## src/rtl/microwave_cook_ctrl.sv

```systemverilog
// microwave_cook_ctrl: cook-cycle sequencer for the magnetron SR latch.
// Drives one-cycle set/reset pulses to the latch from start/stop/door,
// runs the seconds prescaler plus cook-time down-counter and the done beep.
// Optional feature macro: COOK_PAUSE_EN (door open / stop while cooking
// pauses and keeps the remaining time instead of aborting to IDLE).
module microwave_cook_ctrl #(
    parameter int TW          = 8,
    parameter int TICK_DIV    = 50000000,
    parameter int BEEP_CYCLES = 25000000
) (
    input  logic          i_clk,
    input  logic          i_rst,
    input  logic          i_start,
    input  logic          i_stop,
    input  logic          i_door_closed,
    input  logic [TW-1:0] i_time_set,
    output logic          o_latch_s,
    output logic          o_latch_r,
    output logic          o_mag_on,
    output logic [TW-1:0] o_remaining,
    output logic          o_beep,
    output logic [1:0]    o_state
);

    // Prescaler holds 0..TICK_DIV-1, beep counter holds 0..BEEP_CYCLES-1.
    localparam int PW = (TICK_DIV > 1) ? $clog2(TICK_DIV) : 1;
    localparam int BW = (BEEP_CYCLES > 1) ? $clog2(BEEP_CYCLES) : 1;
    localparam logic [PW-1:0] PRESC_LAST = PW'(TICK_DIV - 1);
    localparam logic [BW-1:0] BEEP_LOAD  = BW'(BEEP_CYCLES - 1);

    typedef enum logic [1:0] {
        S_IDLE    = 2'd0,
        S_COOKING = 2'd1,
        S_PAUSED  = 2'd2,
        S_DONE    = 2'd3
    } state_t;

    state_t        r_state;
    logic [PW-1:0] r_presc;
    logic [TW-1:0] r_remaining;
    logic [BW-1:0] r_beep_cnt;
    logic          r_latch_s;
    logic          r_latch_r;
    logic          r_mag_on;
    logic          r_beep;

    state_t        w_state;
    logic [PW-1:0] w_presc;
    logic [TW-1:0] w_remaining;
    logic [BW-1:0] w_beep_cnt;
    logic          w_latch_s;
    logic          w_latch_r;
    logic          w_mag_on;
    logic          w_beep;
    logic          w_abort;
    logic          w_tick;

    // Door open outranks stop, and both outrank the tick and start.
    assign w_abort = !i_door_closed || i_stop;
    assign w_tick  = (r_presc == PRESC_LAST);

    // Next-state and next-output logic; pulses default low so they last one cycle.
    always_comb begin
        w_state     = r_state;
        w_presc     = r_presc;
        w_remaining = r_remaining;
        w_beep_cnt  = r_beep_cnt;
        w_latch_s   = 1'b0;
        w_latch_r   = 1'b0;
        w_mag_on    = r_mag_on;
        w_beep      = r_beep;
        case (r_state)
            S_IDLE: begin
                if (!w_abort && i_start && (i_time_set != '0)) begin
                    w_state     = S_COOKING;
                    w_remaining = i_time_set;
                    w_presc     = '0;
                    w_latch_s   = 1'b1;
                    w_mag_on    = 1'b1;
                end
            end
            S_COOKING: begin
                if (w_abort) begin
                    w_latch_r = 1'b1;
                    w_mag_on  = 1'b0;
`ifdef COOK_PAUSE_EN
                    w_state   = S_PAUSED;
`else
                    w_state     = S_IDLE;
                    w_remaining = '0;
                    w_presc     = '0;
`endif
                end else if (w_tick) begin
                    w_presc = '0;
                    if (r_remaining <= TW'(1)) begin
                        w_remaining = '0;
                        w_state     = S_DONE;
                        w_latch_r   = 1'b1;
                        w_mag_on    = 1'b0;
                        w_beep      = 1'b1;
                        w_beep_cnt  = BEEP_LOAD;
                    end else begin
                        w_remaining = r_remaining - TW'(1);
                    end
                end else begin
                    w_presc = r_presc + PW'(1);
                end
            end
`ifdef COOK_PAUSE_EN
            S_PAUSED: begin
                if (i_stop) begin
                    w_state     = S_IDLE;
                    w_remaining = '0;
                    w_presc     = '0;
                end else if (i_start && i_door_closed) begin
                    w_state   = S_COOKING;
                    w_latch_s = 1'b1;
                    w_mag_on  = 1'b1;
                end
            end
`endif
            S_DONE: begin
                if (i_stop || (r_beep_cnt == '0)) begin
                    w_state = S_IDLE;
                    w_beep  = 1'b0;
                end else begin
                    w_beep_cnt = r_beep_cnt - BW'(1);
                end
            end
            default: begin
                w_state = S_IDLE;
            end
        endcase
    end

    // State and output registers; reset forces the magnetron latch off.
    always_ff @(posedge i_clk) begin
        if (i_rst) begin
            r_state     <= S_IDLE;
            r_presc     <= '0;
            r_remaining <= '0;
            r_beep_cnt  <= '0;
            r_latch_s   <= 1'b0;
            r_latch_r   <= 1'b1;
            r_mag_on    <= 1'b0;
            r_beep      <= 1'b0;
        end else begin
            r_state     <= w_state;
            r_presc     <= w_presc;
            r_remaining <= w_remaining;
            r_beep_cnt  <= w_beep_cnt;
            r_latch_s   <= w_latch_s;
            r_latch_r   <= w_latch_r;
            r_mag_on    <= w_mag_on;
            r_beep      <= w_beep;
        end
    end

    assign o_latch_s   = r_latch_s;
    assign o_latch_r   = r_latch_r;
    assign o_mag_on    = r_mag_on;
    assign o_remaining = r_remaining;
    assign o_beep      = r_beep;
    assign o_state     = r_state;

endmodule

```

## config.mk

```make
export PLATFORM = sky130hd
export DESIGN_NAME = microwave_cook_ctrl
export DESIGN_NICKNAME = d
export VERILOG_FILES = /design/src/rtl/microwave_cook_ctrl.sv
export SDC_FILE = /design/constraint.sdc
export NUM_CORES = 1
export LEC_CHECK = 0
export ABC_AREA = 1
export BUFFER_PORTS_ARGS = -buffer_cell sky130_fd_sc_hd__buf_2
export CAP_MARGIN = 5
export CORE_MARGIN = 2
export CORE_UTILIZATION = 40
export CTS_CLUSTER_SIZE = 10
export DETAILED_ROUTE_END_ITERATION = 7
export GPL_TIMING_DRIVEN = 0
export PLACE_DENSITY = 0.56
export SETUP_SLACK_MARGIN = 0.1
export SYNTH_ARGS = -nofsm -noshare
export SYNTH_HDL_FRONTEND = slang
export SYNTH_SLANG_ARGS = --single-unit
```

## constraint.sdc

```tcl
create_clock -name i_clk -period 1.99 [get_ports i_clk]
set_input_delay 0.0995 -clock i_clk [delete_from_list [all_inputs] [get_ports i_clk]]
set_output_delay 0.0995 -clock i_clk [all_outputs]
set_load 0.02 [all_outputs]
```

== Word-level counts from Yosys, hierarchy flattened ==
Index checks and enable logic that the tools add are counted.
Storage, ports and cells
  flip-flop bits (word level): 65
  input port bits: 13
Cells by class
  add/subtract/negate cells: 3
  magnitude comparators: 1
  eq/ne operators: 11
  muxes and demuxes: 35
  bitwise operators: 1
  reduce and logical (&&, ||, !) cells: 18
Operators by type and width (count)
  $mux 25: 4
  $mux 26: 3
  $pmux 26 s2: 1
  $pmux 25 s2: 1
  $mux 8: 4
  $add 26x1->26 const B: 1
  $eq 26x26->1 const B: 1
  $logic_not 25->1: 1
  $sub 25x1->25 const B: 1
  $pmux 8 s2: 1
  $mux 1: 13
  $ne 2x2->1 const B: 6
  $mux 2: 5
  $reduce_and 5->1: 2
  $le 8x1->1 const B: 1
  $reduce_and 4->1: 2
  $reduce_bool 8->1: 1
  $sub 8x1->8 const B: 1
  $ne 3x3->1 const B: 2
  $pmux 2 s3: 1
  $pmux 1 s2: 2
  $reduce_bool 2->1: 2
  $reduce_and 3->1: 1
  $eq 2x1->1 const B: 1
  other kinds (8): 11

== Longest topological paths before layout ==
  depth after elaboration: 7
  gate-level depth with buffers: 13

== Worst setup path after synthesis ==
Ideal clock, no wire load.
  path kind: reg2reg
  start point: reg r_remaining[0] (netlist: o_remaining[0])
  end point: reg r_beep_cnt[14]
  setup time: 118 ps
  data arrival time: 1746 ps
  data required time: 1872 ps
  setup slack: 126 ps
  stages on the path, launching flop included: 13
  buffers on the path: 1
  period minus slack after synthesis: 1864 ps
  cells stage by stage: dfxtp_1 inv_1 ha_1 or2_2 nand4_1 nor2_1 nand3_2 nand2_4 nand2_4 buf_6 nand2_1 nand2_1 nor2_1
Between the ends
  word-level cells in the longest chain between the ends: 3
Ends and longest elaborated chain
  start, declared: line 40  | logic [TW-1:0] r_remaining;
  start signal, assigned: line 150  | r_remaining <= w_remaining;
  $le 8x1->1: line 95  | if (r_remaining <= TW'(1)) begin
  $ne 2x2->1 (no line)
  $reduce_and 5->1 (no line)
  end signal, assigned: line 151  | r_beep_cnt <= w_beep_cnt;
  end, declared: line 41  | logic [BW-1:0] r_beep_cnt;
No other way between the ends.
A chain may end at the register's enable or synchronous reset.

== Worst setup path in the final report ==
  start point: reg r_state[1] (netlist: o_state[1])
  end point: reg r_beep_cnt[10]
Between the ends
  word-level cells in the longest chain between the ends: 3
  elaborated cells between the ends (all ways): 9
  classes of those cells: 6 x eq/ne; 1 x mux; 2 x reduce/logical
Ends and longest elaborated chain
  start, declared: line 38  | state_t r_state;
  start signal, assigned: line 148  | r_state <= w_state;
  $eq 2x2->1 / $eq 2x1->1 (equally long branches): line 72  | case (r_state)
  $ne 2x2->1 (no line) / $reduce_bool 2->1 (equally long branches)
  $reduce_and 5->1 (no line)
Parallel ways exist; a longest one is shown, timed or not.

==> results.py <==
metrics = {
    "status": {
        "outcome": "finished clean",
    },
    "global_route": {
        "grt_max_degree": 11,
        "grt_pass1_vias": 4164,
        "grt_usage_pct": 22.1,
        "grt_pass1_wl_um": 19900,
        "grt_overflow": 0,
        "antenna_found_initial": 0,
    },
    "drt": {
        "via_count": 4481,
        "drtIter0Drc": 235,
        "wl_per_cell_um": 13.3,
        "dr.pass1.iters": 5,
        "vias_per_cell": 4.98,
        "drcViolationCount": 0,
        "finalWirelength_um": 12000,
        "postRouteAntennaNets": 0,
    },
    "setup_path": {
        "critPathKind": "reg2reg",
        "cp_slowest_stage_delay_ns": 0.51,
        "critPathLaunchType": "flop",
        "cp.required_ns": 2.20,
        "critical_path_peak_fanout": 10,
        "endpoint_kind": "flop",
        "cpMostUsedCell": "nand2_4",
        "cp_slowest_cell": "dfxtp_1",
        "crit_arrival_ns": 2.01,
        "cpLargestDelayFamily": "simple AND/OR/NAND/NOR gates",
        "cp_num_buf_inv": 1,
        "cp_cell_sequence": "nand2_2, nor2_2, nand2_4, nand2_4, nand2_8, buf_8, nand2_1, a21oi_1",
    },
    "final_layout": {
        "synthToLayoutAreaGrowth_pct": 19.8,
        "stdcell_area_mm2": 0.00505,
        "fin_util_pct": 49.1,
        "drive_above_1_share_pct": 17.8,
        "regArea_mm2": 0.00132,
        "multi_input_area_mm2": 0.00264,
        "fillCellCount": 1136,
        "diodes": 0,
        "layout.nets": 777,
        "layout.cells.non_filler": 899,
    },
    "placement": {
        "dp.cells": 864,
        "placed_area_mm2": 0.00452,
        "gp_congestion": 0.904,
        "portBuffers": 26,
        "place_hpwl_um": 8860,
    },
    "synthesis": {
        "ys_async_sr_fraction_pct": 0,
        "yosys_warnings": 0,
        "synth_nets": 720,
        "yosysMostFrequentCell": "nand2_1",
        "syn_inst": 702,
        "synth.distinct_cells": 32,
        "ys_ff_latch": 65,
        "synth_edf_count": 0,
        "netlist_top_cells_count": "180 x nand2_1, 142 x nor2_1, 84 x inv_1, 65 x dfxtp_1, 55 x nand3_1",
        "ys.flop_type": "dfxtp_1",
        "netlist_top_cells_area": "dfxtp_1 31%, nand2_1 16%, nor2_1 13%",
        "synth_area_mm2": 0.00422,
        "yosysSeqAreaShare_pct": 30.9,
        "synth_top_area_share_pct": 30.9,
        "synth_area_per_cell_um2": 6.00,
        "yosysTopAreaCell": "dfxtp_1",
    },
    "clocking": {
        "cts_root_buffer": "clkbuf_8",
        "worstSkewPairLatency_ns": 0.36,
        "cts_sinks": 65,
        "ctsHoldBuffers": 0,
        "numCtsBuffers": 9,
        "cts_tree": "done",
        "clk_pin_slew_worst_paths_ns": 0.07,
        "clk_path_buf_depth": 2,
        "cts_max_level": 3,
    },
    "die": {
        "rows": 37,
        "die_height_um": 107,
        "core-area_mm2": 0.0103,
        "fp.dieW_um": 107,
        "dieArea_mm2": 0.0114,
        "start_util_pct": 41.0,
        "ios": 27,
    },
    "sta": {
        "slew_headroom_pct": 47.1,
        "min_period_over_period_pct": 90.2,
        "rsz0062_at_grt": "yes",
        "max_freq_mhz": 557,
        "slew_viol_final": 0,
        "fin_hold_ws_ns": 0.0701,
        "tightest_slew_ns": 0.793,
        "skew_ns": 0.00808,
        "fin_crit_ns": 1.80,
        "hold_violations": 0,
        "setup_viol": 0,
    },
    "power": {
        "p_total_mw": 2.80,
        "cellPowerDensity_mw_per_mm2": 553,
        "vdd_drop_max_mv": 0.585,
        "leakagePower_nw": 2.35,
    },
    "job": {
        "cap_violations": 0,
    },
    "min_path": {
        "hold_class": "in2reg",
    },
}
-- tightest hold or removal path, delay by kind of cell --
kind / cells / cell delay [ns]
simple gates: 2 / 0.09
compound gates: 1 / 0.08
buf+inv: 1 / 0.11
-- where the power goes --
part	internal [mW]	switching, mW
registers	1.33	0.0264
logic	0.138	0.225
clock network	0.566	0.514
-- metrics by stage --
step                setup slack (ns)  TNS [ns]
finish                         0.195         0
global route                  0.0663         0
CTS                            0.119         0
detailed placement            -0.154     -2.04
global placement              -0.173     -2.16
floorplan                      0.126         0
-- metal layers --
| layer | global-route usage (%) | vias to the layer above | part of all wire, % |
|---|---|---|---|
| met5 | 0 | - | 0 |
| met3 | 5.41 | 13 | 3.4 |
| li1 | - | 2338 | - |
| met2 | 38.2 | 60 | 50 |
| met1 | 27.1 | 2070 | 45 |
| met4 | 6.77 | 0 | 1.6 |
-- final timing paths --
check / start / endpoint / slack [ns] / cells past startpoint
max: o_state[1]$_SDFFE_PP0P_ / r_beep_cnt[10]$_SDFFE_PP0P_ / 0.19 / 8
min: i_rst / r_presc[5]$_SDFFE_PP0P_ / 0.07 / 4
max reg2reg: o_state[1]$_SDFFE_PP0P_ / r_beep_cnt[10]$_SDFFE_PP0P_ / 0.19 / 8
min reg2reg: o_mag_on$_SDFFE_PP0P_ / o_mag_on$_SDFFE_PP0P_ / 0.49 / 2
-- cell type report --
class / count / share of cell area [%]
multi-input cells: 533 / 52.2
clock buffers: 11 / 2.60
well taps: 136 / 3.37
flip-flops and latches: 65 / 26.1
repair buffers: 45 / 6.02
clock inverters: 4 / 0.892
inverters: 90 / 6.74
plain buffers: 15 / 2.16
-- state kept, by name, summed over array words and instances (netlist names) --
signal,count
o_beep,1
o_latch_r,1
o_latch_s,1
o_mag_on,1
o_remaining,8
o_state,2
r_beep_cnt,25
r_presc,26
-- repair_timing --
action                                  in CTS  in global routing
endpoints found under the setup margin      48                 42
pin swaps                                    5                  9
cloned                                       1                  2
resized for setup                           20                 34
setup buffers                                8                  9
-- cell families after synthesis --
| logic type | after synthesis | synth area share [%] |
|---|---|---|
| fa+ha+maj | 5 | 1.48 |
| xor+xnor | 13 | 2.70 |
| compound gates | 71 | 9.20 |
| simple gates | 443 | 45.6 |
| flops | 65 | 30.9 |
| buf+inv | 105 | 10.2 |
-- cell usage in the layout (no fill, tap or decap), types with 3 or more instances in the layout --
cell,synthesis,routed
nor2_2,5,8
inv_1,84,80
nand2_8,0,3
xnor2_1,3,3
dfxtp_1,65,57
buf_6,3,5
nor2_4,4,6
nor3_1,17,16
nand2_2,10,11
o21ai_0,31,30
nand3_1,55,52
clkbuf_8,0,9
nand4_1,19,19
xor2_1,10,10
clkinv_2,0,3
a21oi_1,28,28
nand2_1,180,177
clkbuf_1,5,7
buf_2,6,31
dfxtp_2,0,6
nand3_2,2,3
inv_2,5,8
a21oi_2,6,6
buf_4,1,16
nor2_1,142,137
or2_2,4,3
nand2_4,3,3
No activity file was read; power rests on OpenSTA's default activity.
